--- config.mk ---
export PLATFORM = sky130hd
export DESIGN_NAME = vga_box_animator
export DESIGN_NICKNAME = d
export VERILOG_FILES = /design/src/rtl/vga_pkg.sv /design/src/rtl/box_axis_ctrl.sv /design/src/rtl/vga_box_animator.sv
export SDC_FILE = /design/constraint.sdc
export NUM_CORES = 1
export LEC_CHECK = 0
export ABC_AREA = 1
export CORE_UTILIZATION = 55
export CTS_CLUSTER_DIAMETER = 120
export DETAILED_ROUTE_END_ITERATION = 16
export GPL_TIMING_DRIVEN = 0
export MAX_ROUTING_LAYER = met4
export PLACE_DENSITY = 0.87
export SKIP_CTS_REPAIR_TIMING = 1
export SLEW_MARGIN = 20
export SYNTH_ARGS = -nofsm -noshare
export SYNTH_HDL_FRONTEND = slang
export SYNTH_SLANG_ARGS = --single-unit
--- constraint.sdc ---
create_clock -name clk -period 3.7 [get_ports clk]
set_input_delay 1.11 -clock clk [delete_from_list [all_inputs] [get_ports clk]]
set_output_delay 1.11 -clock clk [all_outputs]
set_load 0.02 [all_outputs]
--- src/rtl/vga_pkg.sv ---
// ============================================================================
// Module : vga_pkg
// Shared display constants, RGB444 type, box palette and animator FSM states.
// Rev    : 1.0
// ============================================================================
`default_nettype none

package vga_pkg;

    localparam int H_ACTIVE_DEFAULT = 640;
    localparam int V_ACTIVE_DEFAULT = 480;

    typedef logic [11:0] rgb444_t;

    typedef enum logic {
        IDLE = 1'b0,
        RUN  = 1'b1
    } anim_state_t;

    localparam rgb444_t PALETTE [8] = '{
        12'hF00, 12'h0F0, 12'h00F, 12'hFF0,
        12'h0FF, 12'hF0F, 12'hFFF, 12'hF80
    };

endpackage

`default_nettype wire

--- src/rtl/box_axis_ctrl.sv ---
// ============================================================================
// Module : box_axis_ctrl
// One axis of the bouncing box: position, direction (1 = decreasing), bounce.
// Rev    : 1.0
// ============================================================================
`default_nettype none

module box_axis_ctrl #(
    parameter int LIMIT = 640,
    parameter int SIZE  = 32,
    parameter int STEP  = 2,
    parameter int START = 0
) (
    input  logic       clk,
    input  logic       rst,
    input  logic       step_en,
    output logic [9:0] pos,
    output logic       dir,
    output logic       bounce
);

    localparam logic [10:0] MAX_POS = 11'(LIMIT - SIZE);
    localparam logic [10:0] STEP_W  = 11'(STEP);

    logic [10:0] pos_ext;
    logic [10:0] pos_next;
    logic        dir_next;

    assign pos_ext = {1'b0, pos};

    // 11-bit math keeps pos+STEP from wrapping near the right/bottom edge
    always_comb begin
        pos_next = pos_ext;
        dir_next = dir;
        bounce   = 1'b0;
        if (step_en) begin
            if (!dir) begin
                if (pos_ext + STEP_W >= MAX_POS) begin
                    pos_next = MAX_POS;
                    dir_next = 1'b1;
                    bounce   = 1'b1;
                end else begin
                    pos_next = pos_ext + STEP_W;
                end
            end else begin
                if (pos_ext <= STEP_W) begin
                    pos_next = '0;
                    dir_next = 1'b0;
                    bounce   = 1'b1;
                end else begin
                    pos_next = pos_ext - STEP_W;
                end
            end
        end
    end

    always_ff @(posedge clk) begin
        if (rst) begin
            pos <= 10'(START);
            dir <= 1'b0;
        end else begin
            pos <= pos_next[9:0];
            dir <= dir_next;
        end
    end

endmodule

`default_nettype wire

--- src/rtl/vga_box_animator.sv ---
// ============================================================================
// Module : vga_box_animator
// Bouncing-box pixel source; define COLOR_CYCLE_EN to step the palette per bounce.
// Rev    : 1.0
// ============================================================================
`default_nettype none

module vga_box_animator
    import vga_pkg::*;
#(
    parameter int      H_ACTIVE  = H_ACTIVE_DEFAULT,
    parameter int      V_ACTIVE  = V_ACTIVE_DEFAULT,
    parameter int      BOX_W     = 32,
    parameter int      BOX_H     = 32,
    parameter int      STEP      = 2,
    parameter int      X0        = 0,
    parameter int      Y0        = 0,
    parameter rgb444_t BG_COLOR  = 12'h000,
    parameter rgb444_t BOX_COLOR = 12'hF00
) (
    input  logic       clk,
    input  logic       rst,
    input  logic       vs,
    input  logic [9:0] x,
    input  logic [9:0] y,
    output rgb444_t    pixel,
    output logic       frame_tick,
    output logic       bounce
);

    anim_state_t state;
    anim_state_t state_next;
    logic        vs_d;
    logic        tick;
    logic        step_en;
    logic [9:0]  box_x;
    logic [9:0]  box_y;
    logic        bounce_x;
    logic        bounce_y;
    logic        dir_x_unused;
    logic        dir_y_unused;
    rgb444_t     box_color;
    rgb444_t     pixel_next;
    logic [10:0] x_ext;
    logic [10:0] y_ext;
    logic [10:0] bx_ext;
    logic [10:0] by_ext;

    assign tick    = vs_d & ~vs;
    assign step_en = tick && (state == RUN);

    box_axis_ctrl #(
        .LIMIT (H_ACTIVE),
        .SIZE  (BOX_W),
        .STEP  (STEP),
        .START (X0)
    ) u_axis_x (
        .clk     (clk),
        .rst     (rst),
        .step_en (step_en),
        .pos     (box_x),
        .dir     (dir_x_unused),
        .bounce  (bounce_x)
    );

    box_axis_ctrl #(
        .LIMIT (V_ACTIVE),
        .SIZE  (BOX_H),
        .STEP  (STEP),
        .START (Y0)
    ) u_axis_y (
        .clk     (clk),
        .rst     (rst),
        .step_en (step_en),
        .pos     (box_y),
        .dir     (dir_y_unused),
        .bounce  (bounce_y)
    );

`ifdef COLOR_CYCLE_EN
    logic [2:0] color_idx;

    always_ff @(posedge clk) begin
        if (rst) begin
            color_idx <= 3'd0;
        end else if (bounce) begin
            color_idx <= color_idx + 3'd1;
        end
    end

    assign box_color = PALETTE[color_idx];
`else
    assign box_color = BOX_COLOR;
`endif

    // The first tick after reset only aligns to the frame; movement starts next tick
    always_comb begin
        state_next = state;
        if (state == IDLE && tick) begin
            state_next = RUN;
        end
    end

    assign x_ext  = {1'b0, x};
    assign y_ext  = {1'b0, y};
    assign bx_ext = {1'b0, box_x};
    assign by_ext = {1'b0, box_y};

    always_comb begin
        pixel_next = BG_COLOR;
        if (x_ext >= 11'(H_ACTIVE) || y_ext >= 11'(V_ACTIVE)) begin
            pixel_next = '0;
        end else if (x_ext >= bx_ext && x_ext < bx_ext + 11'(BOX_W) &&
                     y_ext >= by_ext && y_ext < by_ext + 11'(BOX_H)) begin
            pixel_next = box_color;
        end
    end

    always_ff @(posedge clk) begin
        if (rst) begin
            state      <= IDLE;
            vs_d       <= 1'b1;
            frame_tick <= 1'b0;
            bounce     <= 1'b0;
            pixel      <= '0;
        end else begin
            state      <= state_next;
            vs_d       <= vs;
            frame_tick <= tick;
            bounce     <= bounce_x | bounce_y;
            pixel      <= pixel_next;
        end
    end

endmodule

`default_nettype wire

==> impl_metrics.json, run 1 <==
{
  "peakVddDrop_v": 0.0002331,
  "dieArea_sq_um": 5399,
  "fmax_mhz": 388.5,
  "drc": 0,
  "drtIter0Drc": 146,
  "drive_above_1_share_pct": 16.26,
  "min_from": "vs_d",
  "ys_seq_area_share_pct": 17.81,
  "post-dp-hpwl_um": 5305,
  "tns_ns": 0,
  "fin_area_sq_um": 3226,
  "placed_area_sq_um": 3181,
  "hold_path_depth": 2,
  "maxCapViolCount": 0,
  "grt_remaining_overflow": 0,
  "num_antenna_cells": 0,
  "cts_buffers": 3,
  "cts_tree": "done",
  "netlist_area_sq_um": 2810,
  "crit_arrival_ns": 2.73,
  "areaGrowthSynthToFinish_pct": 14.78,
  "crit_path_end_kind": "register",
  "holdWs_ns": 0.5006,
  "grt_pass1_vias": 2505,
  "finalCritPeriodShare_pct": 69.56,
  "grt_max_degree": 14,
  "synthArstFlopShare_pct": 0,
  "p_leak_nw": 1.411,
  "worstSkewPairLatency_ns": 0.27,
  "wirelength_um": 6664,
  "hold_viol": 0,
  "wl_per_cell_um": 12.91,
  "rows": 25,
  "fp.dieH_um": 73.48,
  "status": "finished, final reports clean",
  "ys_ff_latch": 25,
  "r2r-end": "pixel[10]",
  "firstDrtPassIters": 5,
  "hp-class": "reg -> reg",
  "finalSetupViolCount": 0,
  "io_pins": 37,
  "post-place-cells": 512,
  "cts_sinks": 25,
  "post-route-min-period_ns": 2.574,
  "path_class": "in -> reg",
  "yosysWarnings": 0,
  "slew_headroom_pct": 61.24,
  "io_buffers": 26,
  "gp_congestion": 0.9189,
  "hold_path_end": "frame_tick",
  "core_area_sq_um": 4817,
  "syn_avg_cell_area_sq_um": 6.821,
  "synth_edf_count": 0,
  "clk_pin_slew_ns": 0.09,
  "antenna_left": 0,
  "route.vias.total": 2880,
  "timing.rr.start": "u_axis_y.pos[5]",
  "via_per_inst": 5.581,
  "worstMarginPinSlew_ns": 0.5814,
  "cp.required_ns": 3.86,
  "layout_setup_ws_ns": 1.126,
  "die_w_um": 73.48,
  "grt_first_pass_wirelength_um": 10770,
  "synth.distinct_cells": 38,
  "root_buffer": "clkbuf_8",
  "ff2ff_path_depth": 10,
  "grt_usage_pct": 25.59,
  "ctsLongestPathBuffers": 2,
  "htree_num_levels": 1,
  "ys.flop_type": "dfxtp_1",
  "cp_max_fo": 4,
  "synth_cells": 412,
  "grt_setup_unrepaired": "false",
  "antenna_found_initial": 0,
  "initial_core_util_pct": 58.34,
  "crit_path_start_kind": "input port",
  "fin_nets": 511,
  "drv_slew": 0,
  "power_density_nw_per_um2": 224.2,
  "post-place-ws_ns": 0.8694,
  "reg2reg_slack_ns": 1.52,
  "final_cells": 516,
  "finalClockSkew_ns": 0.002245
}
## worst max-delay path by stage
stage               startpoint         endpoint  slack [ns]  depth (start not counted)
global route                vs  u_axis_x.pos[9]        0.90                          9
global placement            vs  u_axis_x.pos[6]        0.92                          8
floorplan                 y[5]        pixel[10]        1.50                          6
detailed placement        y[5]        pixel[10]        0.87                          7
finish                    y[5]        pixel[10]        1.13                          7
CTS                       y[5]        pixel[10]        1.15                          7
## cell usage in the layout, fill, tap and decap left out, types with 2 or more instances in the layout
| cell | instances |
|---|---|
| nor2_1 | 30 |
| nand2_1 | 80 |
| buf_2 | 2 |
| xor2_1 | 13 |
| a21oi_2 | 9 |
| clkbuf_8 | 3 |
| dfxtp_1 | 25 |
| o21ai_0 | 24 |
| inv_2 | 13 |
| nor2_4 | 4 |
| clkbuf_1 | 5 |
| a21oi_1 | 29 |
| nor2_2 | 6 |
| nand4_1 | 13 |
| nand2_4 | 2 |
| o31ai_1 | 2 |
| o211ai_1 | 2 |
| nand2_2 | 8 |
| buf_4 | 14 |
| o21ai_1 | 5 |
| xnor2_1 | 2 |
| o21a_1 | 3 |
| nor4_1 | 3 |
| ha_1 | 38 |
| clkdlybuf4s50_1 | 26 |
| a31oi_1 | 3 |
| nand3_1 | 25 |
| conb_1 | 8 |
| or2_2 | 3 |
| nand3_2 | 8 |
| inv_1 | 32 |
## cell usage after synthesis, types with 2 or more instances
cell type   n  area, sq um
nor2_1     30        112.6
inv_2      13        48.80
nand3_1    25        125.1
xor2_1     13        113.9
nand2_2     8        50.05
clkbuf_1    4        15.01
buf_4      14        105.1
a21oi_1    29        145.1
nor2_4      4        45.04
o21ai_1     5        25.02
a31oi_1     3        18.77
nand3_2     8        80.08
o31ai_1     2        15.01
inv_1      32        120.1
dfxtp_1    25        500.5
nand2_4     2        22.52
a21oi_2     9        78.83
o21a_1      3        22.52
buf_2       2        10.01
ha_1       38        475.5
o211ai_1    2        15.01
nand4_1    13        81.33
nor4_1      3        18.77
o21ai_0    24        120.1
or2_2       3        18.77
nor2_2      6        37.54
nand2_1    80        300.3
xnor2_1     2        17.52
## cells by family after synthesis
| logic type | share of synthesized area (%) |
|---|---|
| AND/OR/NAND/NOR | 32.59 |
| AO/OA/AOI/OAI | 17.10 |
| buffers and inverters | 10.77 |
| adder cells (fa/ha/maj) | 16.92 |
| flip-flops | 17.81 |
| XOR/XNOR | 4.675 |
| other | 0.1334 |
## layer usage
| metal | up-vias | global-route usage (%) | part of all wire (%) |
|---|---|---|---|
| li1 | 1439 | - | - |
| met1 | 1298 | 34.89 | 47 |
| met2 | 129 | 41.28 | 45 |
| met3 | 14 | 2.332 | 7.2 |
| met4 | 0 | 5.128 | 1.2 |
| met5 | - | - | 0 |
## layout make-up
| type | count | area, sq um |
|---|---|---|
| multi-input cells | 328 | 2033 |
| fillers | 446 | 1592 |
| flip-flops and latches | 25 | 500.5 |
| repair buffers | 26 | 260.3 |
| inverters | 46 | 172.7 |
| plain buffers | 20 | 130.1 |
| well taps | 67 | 83.83 |
| clock buffers | 4 | 45.04 |
## power breakdown
group	internal, mW	switching (mW)
clock network	0.0771	0.0906
logic	0.108	0.154
registers	0.280	0.0133
total	0.466	0.257
## critical path, cell delays in order
cell and delay [ns]:
clkdlybuf4s50_1 0.47, ha_1 0.37, or3_1 0.39, a21oi_1 0.18
nor2_1 0.06, o31ai_1 0.07, nor2_1 0.08
## flip-flops by register name, summed over array words and instances (netlist names)
register and cells:
frame_tick 1, pixel 1, bounce 1, u_axis_y.pos 9, u_axis_x.dir 1, u_axis_y.dir 1, vs_d 1, state 1
u_axis_x.pos 9
## through the flow
| stage | utilization [%] | power [mW] |
|---|---|---|
| 2_1_floorplan | - | 0.4846 |
| 3_3_place_gp | 66.03 | 0.5467 |
| 3_5_place_dp | 66.03 | 0.5562 |
| 4_1_cts | 66.96 | 0.7185 |
| 5_1_grt | 66.96 | 0.7624 |
| 6_report | 66.96 | 0.7232 |
Power figures use the tool's default switching activity.
==> run 2, diff against run 1 <==
Settings changed: CORE_UTILIZATION 55 to 51, PLACE_DENSITY 0.87 to 0.85.
Clock period 3.7 ns to 2.2 ns, I/O delays scaled along.
==> run 2 against run 1 <==
Effect of this change:
- worst hold slack better by 0.022 ns
- sequential share of layout area about the same
- clock skew is essentially flat
- setup slack got worse by 0.98 ns
- register-to-register slack got worse by 1.3 ns
- final area rose by 0.43%
- core utilization down 4.7 points
- largest power group unchanged
==> impl_metrics.json, run 2 (synthesized netlist as in run 1, its figures left out) <==
{
  "internal_power_mw": 0.7852,
  "route.vias.total": 2819,
  "die_w_um": 76.23,
  "ctsLongestPathBuffers": 2,
  "peakVddDrop_v": 0.0002725,
  "clk_pin_slew_ns": 0.09,
  "grt_first_pass_wirelength_um": 11410,
  "worstSkewPairLatency_ns": 0.27,
  "holdWs_ns": 0.5227,
  "antenna_left": 0,
  "comb_power_share_pct": 36.1,
  "p_sw_share_pct": 35.16,
  "cts_sinks": 25,
  "initial_core_util_pct": 53.99,
  "status": "finished, final reports clean",
  "cts_buffers": 3,
  "post-dp-hpwl_um": 5191,
  "reg2reg_slack_ns": 0.18,
  "drtIter0Drc": 172,
  "slew_headroom_pct": 59.68,
  "drive_above_1_share_pct": 17.15,
  "fin_nets": 511,
  "crit_path_start_kind": "input port",
  "via_per_inst": 5.432,
  "top_regs": "u_axis_x.pos (9), u_axis_y.pos (9)",
  "final_cells": 519,
  "rows": 26,
  "num_antenna_cells": 0,
  "maxCapViolCount": 0,
  "finalClockSkew_ns": 0.001868,
  "grt_pass1_vias": 2680,
  "grt_max_degree": 14,
  "wl_per_cell_um": 12.46,
  "finalSetupViolCount": 0,
  "grt_remaining_overflow": 0,
  "path_class": "in -> reg",
  "core_area_sq_um": 5205,
  "p_clk_share_pct": 23.1,
  "areaGrowthSynthToFinish_pct": 15.27,
  "pwr-share-seq_pct": 40.8,
  "post-route-min-period_ns": 2.055,
  "finalCritPeriodShare_pct": 93.42,
  "power_density_nw_per_um2": 373.8,
  "p_switching_mw": 0.4258,
  "cp.required_ns": 2.36,
  "cts_tree": "done",
  "wirelength_um": 6467,
  "antenna_found_initial": 0,
  "drv_slew": 0,
  "hp-class": "reg -> reg",
  "crit_arrival_ns": 2.22,
  "grt_usage_pct": 24.09,
  "layout_commonest_cell": "nand2_1",
  "post-place-cells": 515,
  "p_leak_nw": 1.416,
  "firstDrtPassIters": 5,
  "grt_setup_unrepaired": "false",
  "io_buffers": 26,
  "dieArea_sq_um": 5811,
  "fmax_mhz": 486.5,
  "hold_viol": 0,
  "drc": 0,
  "htree_num_levels": 1,
  "root_buffer": "clkbuf_8",
  "cp_max_fo": 4,
  "worstMarginPinSlew_ns": 0.6048,
  "crit_path_end_kind": "register",
  "final_cell_mix": "nand2_1, ha_1, inv_1, nor2_1, a21oi_1",
  "fp.dieH_um": 76.23,
  "gp_congestion": 0.9057,
  "io_pins": 37
}
## run 2: power groups by stage
stage / clock (mW) / combinational [mW] / sequential [mW]
after CTS: 0.288 / 0.433 / 0.493
after detailed placement: 0 / 0.430 / 0.503
final: 0.280 / 0.437 / 0.494
after global routing: 0.307 / 0.498 / 0.498
after global placement: 0 / 0.418 / 0.502
after floorplan: 0 / 0.316 / 0.499
## run 2: layout make-up
class | count | area (sq um)
buffer | 20 | 131.4
tap | 70 | 87.58
timing repair buffer | 26 | 260.3
sequential | 25 | 504.2
clock buffer | 4 | 45.04
inverter | 46 | 172.7
fill | 472 | 1966
multi-input combinational | 328 | 2038
## run 2: routing by layer
| metal | up-vias | part of all wire (%) | track usage (%) | wire length [um] |
|---|---|---|---|---|
| met5 | - | 0 | - | 0 |
| met4 | 0 | 1.7 | 9.231 | 111 |
| met3 | 9 | 6.4 | 2.275 | 414 |
| met2 | 102 | 44 | 38.47 | 2852 |
| met1 | 1267 | 48 | 31.37 | 3088 |
| li1 | 1441 | - | - | - |
## run 2: path summary, 6_finish.rpt
path / startpoint / endpoint / cells past startpoint
max: y[5] / pixel[10] / 7
min: state / state / 2
max reg2reg: u_axis_y.pos[6] / pixel[10] / 10
min reg2reg: state / state / 2
## run 2: critical path, stage by stage
cell	delay [ns]
clkdlybuf4s50_1	0.47
ha_1	0.37
or3_1	0.38
a21oi_1	0.14
nor2_1	0.05
o31ai_1	0.07
nor2_1	0.08
## run 2: metrics by stage
step | instance area (sq um) | utilization, % | total power [mW] | setup WS [ns] | setup TNS, ns
5_1_grt | 3239 | 62.24 | 1.303 | 0.02545 | 0
2_1_floorplan | 2836 | - | 0.8151 | 0.3360 | 0
6_report | 3239 | 62.24 | 1.211 | 0.1447 | 0
3_3_place_gp | 3184 | 61.18 | 0.9206 | -0.1450 | -1.564
3_5_place_dp | 3184 | 61.18 | 0.9336 | -0.1740 | -2.274
4_1_cts | 3229 | 62.04 | 1.214 | 0.07445 | 0
==> run 3, diff against run 2 <==
Settings changed: GPL_ROUTABILITY_DRIVEN from default to 0.
==> results of run 3 <==
The final DEF is identical to that of run 2; final timing and power are the same.
==> RTL edit 1, RTL diff (flow settings as in run 1) <==
Change the parameter `BOX_COLOR` from 12'hF00 to 12'h800.
--- a/src/rtl/vga_box_animator.sv
+++ b/src/rtl/vga_box_animator.sv
@@ -18,3 +18,3 @@
     parameter rgb444_t BG_COLOR  = 12'h000,
-    parameter rgb444_t BOX_COLOR = 12'hF00
+    parameter rgb444_t BOX_COLOR = 12'h800
 ) (
Function: changed (Yosys sat finds a counterexample within 4 cycles, from zero or initial values and one cycle with rst high).
==> RTL edit 1 against run 1 <==
Area after synthesis shrank 2.4%; routed wire length grew 1.7%; critical endpoint is now u_axis_x.pos[7]; critical path depth grew 1; non-clock buffer count shrank 2; setup slack lost 150 ps; global-route usage grew 2.4 points; largest cell class unchanged; cell area shrank 2.7%; largest power group unchanged; highest routed layer unchanged; utilization shrank 0.93 points; power grew 2.8%; clock skew grew 6.6 ps; via count grew 0.56%; sequential cell count is the same; die area shrank 2.3%.
==> RTL edit 1: results (changes against run 1) <==
Placed design
  • RD Place Congestion: 0.985 (+7.2%)
  • DP Wirelength: 5.33 mm (+0.49%)
  • Port buffer count: 23 (-12%)

Min path
  • Min-delay worst type: flop to flop
  • WHS Endpoint: u_axis_x.dir
  • Hold Crit Start: u_axis_x.dir

Layout
  • # nets final: 516 (+0.98%)
  • Layout cells sized above 1: 9.47% (-6.8 points)
  • Fillers: 455 (+2.0%)
  • Top flop regs: u_axis_x.pos x9, u_axis_y.pos x9

Global routing
  • Global-route wire length before repair: 11.4 mm (+5.8%)
  • Largest net degree at the start of global routing: 14 (unchanged)
  • Gr usage total: 28.0% (+2.4 points)
  • Number of global-route vias before repair: 2,544 (+1.6%)

Clock network
  • Clock Pin Slew Worst Setup and Hold Paths: 100 ps
  • Latest clock arrival within the worst-skew pair: 280 ps
  • H-tree depth: 1 (unchanged)

Synthesis
  • Largest cells by area after synthesis: dfxtp_1 (18%), ha_1 (17%), nand2_1 (12%)
  • Post-synth top flop: dfxtp_1
  • Ys async rst share: 0% (unchanged)
  • Register area share after synthesis: 18.2% (+0.44 points)
  • Commonest cells in the netlist: nand2_1 (85), a21oi_1 (44), nor2_1 (41)
  • Yosys cell types: 38 (unchanged)
  • Synth warnings: 0 (unchanged)

Critical path
  • Worst reg2reg path endpoint: pixel[11]
  • CP Launch Point: vs
  • Worst path max stage delay: 390 ps (-80 ps)
  • CP Max Fanout: 10 (+6)
  • R2R cell count: 10 (unchanged)
  • Max stage delay cell, worst path: clkdlybuf4s50_1
  • R2R setup slack: 1550 ps (+30 ps)
  • Top delay family on crit path: buffers and inverters
  • Worst EP arrival: 2900 ps (+170 ps)
  • RR Startpoint: u_axis_y.pos[5]

Detailed routing
  • Via-to-Cell Ratio: 5.56 (-0.41%)
  • Drt total wl: 6.78 mm (+1.7%)
  • Routed wl met2: 2.95 mm (-1.2%)
  • DRT met1 WL: 3.18 mm (+2.0%)
  • 1st-pass router iterations: 5 (unchanged)
  • Initial DRC count: 209 (+43%)
  • WL met3: 534 um (+12%)

Run status
  • Status: finished clean

Timing
  • Slew @ Worst Pin: 532 ps (-49.6 ps)
  • Worst clock skew: 8.80 ps (+6.55 ps)

Power
  • Worst VDD drop: 0.152 mV (-35%)
  • Leakage: 0.00143 uW (+1.4%)
  • Switch share: 36.6% (+1.0 points)
## RTL edit 1: worst max path at each step
stage                     depth (start not counted)  slack, ps              end
after global routing                              8        780  u_axis_x.pos[7]
after global placement                            8        670  u_axis_x.pos[7]
after CTS                                         8       1030  u_axis_x.pos[7]
after detailed placement                          8        720  u_axis_x.pos[7]
final                                             8        980  u_axis_x.pos[7]
after floorplan                                   6       1510        pixel[11]
## RTL edit 1: through the flow
stage	instances	cell area (sq um)	setup WS, ps	hold WS, ps
2_1_floorplan	427	2780	1510	479
3_3_place_gp	517	3090	671	498
3_5_place_dp	517	3090	721	504
4_1_cts	521	3140	1030	519
5_1_grt	521	3140	784	556
6_report	521	3140	981	521
## RTL edit 1: area by class of cell
cell class                 count  area [sq um]  share of cell area [%]
buffer                        21           148                    4.70
clock buffer                   4          45.0                    1.43
inverter                      42           158                    5.02
multi-input combinational    339          1970                    62.9
sequential                    25           500                    15.9
tap                           67          83.8                    2.67
timing repair buffer          23           230                    7.33
## RTL edit 1: cells by family after synthesis
kind of cell,after synthesis,synth area share [%]
compound gates,87,17.2
xor+xnor,13,4.15
fa+ha+maj,38,17.3
buf+inv,63,11.1
flops,25,18.2
other cells,1,0.137
simple gates,190,31.8
## RTL edit 1: tightest hold or removal path, cell delays in order (launching register included)
cell     delay, ps
dfxtp_1        340
o21ai_0         80
a21oi_1         60
## RTL edit 1: power by group through the flow
stage / combinational (uW) / sequential (uW) / clock [uW]
floorplan: 197 / 297 / 0
global placement: 261 / 299 / 0
detailed placement: 268 / 300 / 0
CTS: 271 / 293 / 178
global route: 311 / 295 / 188
finish: 274 / 294 / 175
## RTL edit 1: layer usage
layer  track usage, %  vias to the layer above
li1                 -                     1460
met1             38.2                     1293
met2             43.9                      130
met3             2.90                       13
met4             7.84                        0
met5                -                        -
==> RTL edit 2, RTL diff (flow settings as in run 1) <==
Made on the original files. Put one more register stage on the output `pixel`, without a reset. The value now appears one clock later. The other outputs are not delayed to match. Comments in the files are not updated.
--- a/src/rtl/vga_box_animator.sv
+++ b/src/rtl/vga_box_animator.sv
@@ -29,2 +29,4 @@
 );
+
+    rgb444_t pixel_s0;
 
@@ -124,3 +126,3 @@
             bounce     <= 1'b0;
-            pixel      <= '0;
+            pixel_s0   <= '0;
         end else begin
@@ -130,4 +132,8 @@
             bounce     <= bounce_x | bounce_y;
-            pixel      <= pixel_next;
+            pixel_s0   <= pixel_next;
         end
+    end
+
+    always_ff @(posedge clk) begin
+        pixel <= pixel_s0;
     end
Function: changed (a bounded check fails within 4 cycles, from zero or initial values and one cycle with rst high).
==> RTL edit 2 against run 1 <==
Sequential cell count is 1 higher; sequential power increased by 3%; setup slack got worse by 74 ps; combinational power fell by 3%; routed wire length up 2.3%; global-route usage is 2.2 points higher; area after synthesis fell by 0.93%; utilization is 0.098 points higher; die area decreased by 0.91%; power up 2.9%; clock power rose by 13%; cell area shrank 0.50%; critical path type unchanged; critical endpoint is now u_axis_y.pos[1]; highest routed layer unchanged.
==> RTL edit 2: results (changes against run 1) <==
Run status
  • Status: finished clean

Global routing
  • Global-route wire length before repair: 11.3 mm (+5.0%)
  • Initial antenna violation count: 0 (unchanged)
  • Met3 GRT Util: 3.18% (+0.84 points)
  • Largest net degree at the start of global routing: 15 (+1)
  • GR Layer Usage met2: 42.6% (+1.3 points)
  • M1 GR Usage: 38.1% (+3.2 points)
  • Number of global-route vias before repair: 2,488 (-0.68%)
  • Gr usage total: 27.8% (+2.2 points)

Detailed routing
  • 1st-pass router iterations: 5 (unchanged)
  • Via-to-Cell Ratio: 5.50 (-1.4%)
  • Routed wl met2: 3.06 mm (+2.6%)
  • WL met3: 497 um (+4.2%)
  • Vias: 2,879 (-0.035%)
  • Drt total wl: 6.82 mm (+2.3%)
  • Initial DRC count: 349 (+140%)
  • Max layer used: met4
  • DRT met1 WL: 3.14 mm (+0.58%)

Placed design
  • Post-DP Area: 3150 sq um (-0.83%)
  • DP Wirelength: 5.50 mm (+3.7%)
  • Placement Setup Slack: 807 ps (-62.5 ps)
  • Port buffer count: 26 (unchanged)
  • RD Place Congestion: 0.924 (+0.59%)

Power
  • Worst VDD drop: 0.175 mV (-25%)
  • Switch share: 33.9% (-1.7 points)
  • Leakage: 0.00145 uW (+2.9%)

Synthesis
  • Largest cells by area after synthesis: dfxtp_1 (19%), ha_1 (17%), nand2_1 (11%)
  • Syn_area_per_cell: 6.64 sq um (-2.6%)
  • Yosys cell types: 39 (+2.6%)
  • Post-synth top flop: dfxtp_1
  • Register area share after synthesis: 18.7% (+0.89 points)
  • Commonest cells in the netlist: nand2_1 (82), nor2_1 (44), inv_1 (40)

Timing
  • Worst clock skew: 1.96 ps (-0.283 ps)
  • Slew @ Worst Pin: 537 ps (-44.5 ps)

Critical path
  • Worst EP arrival: 2860 ps (+130 ps)
  • CP Max Fanout: 10 (+6)
  • R2R cell count: 11 (+1)

Min path
  • Hold depth: 0 (-2)
  • Min-delay worst type: flop to flop

Layout
  • Layout cells sized above 1: 10.5% (-5.7 points)
  • Multi-input logic area: 1970 sq um (-3.0%)
  • # nets final: 518 (+1.4%)
  • Fillers: 426 (-4.5%)

Clock network
  • Clock Path Buffers: 2 (unchanged)
  • Latest clock arrival within the worst-skew pair: 270 ps (about the same)
  • Clock Pin Slew Worst Setup and Hold Paths: 90 ps (about the same)
-- RTL edit 2: cell types whose count changed in the layout (fill, tap and decap cells not counted), moves of 6 or more --
cell and delta:
a21oi_1 +7, a21oi_2 -7, inv_1 +8, inv_2 -9
nand3_1 +6, nor2_1 +14
-- RTL edit 2: power groups by stage --
| stage | registers (uW) | logic, uW | clock network (uW) |
|---|---|---|---|
| floorplan | 306 | 180 | 0 |
| finish | 303 | 253 | 189 |
| detailed placement | 309 | 248 | 0 |
| global placement | 309 | 241 | 0 |
| global route | 305 | 282 | 202 |
| CTS | 302 | 250 | 190 |
-- RTL edit 2: worst max-delay path, cell delays in order --
cell and delay [ps]:
clkdlybuf4s50_1 450, inv_1 40, nand2_1 140, nor2_4 90, inv_2 60, buf_2 230, clkbuf_1 420, o21ai_0 170
a21oi_2 140
-- RTL edit 2: worst paths after layout --
| path | slack (ps) | endpoint | from |
|---|---|---|---|
| setup / recovery | 1050 | u_axis_y.pos[1] | vs |
| hold / removal | 340 | pixel[10] | pixel_s0[10] |
| setup reg to reg | 1430 | pixel_s0[10] | u_axis_x.pos[5] |
| hold reg to reg | 340 | pixel[10] | pixel_s0[10] |
-- RTL edit 2: cell type report --
cell class	count	share of cell area [%]
plain buffers	23	4.72
well taps	67	2.61
repair buffers	26	8.11
inverters	44	5.15
multi-input cells	333	61.5
flip-flops and latches	26	16.2
clock buffers	4	1.72
-- RTL edit 2: cell families (layout without fill, tap and decap cells) --
logic type	count (synthesis)	after routing	share of synthesized area (%)
buffers and inverters	67	97	11.4
adder cells (fa/ha/maj)	38	38	17.1
flip-flops	26	26	18.7
AO/OA/AOI/OAI	73	73	15.0
XOR/XNOR	18	18	5.66
AND/OR/NAND/NOR	196	196	32.0
other	1	8	0.135
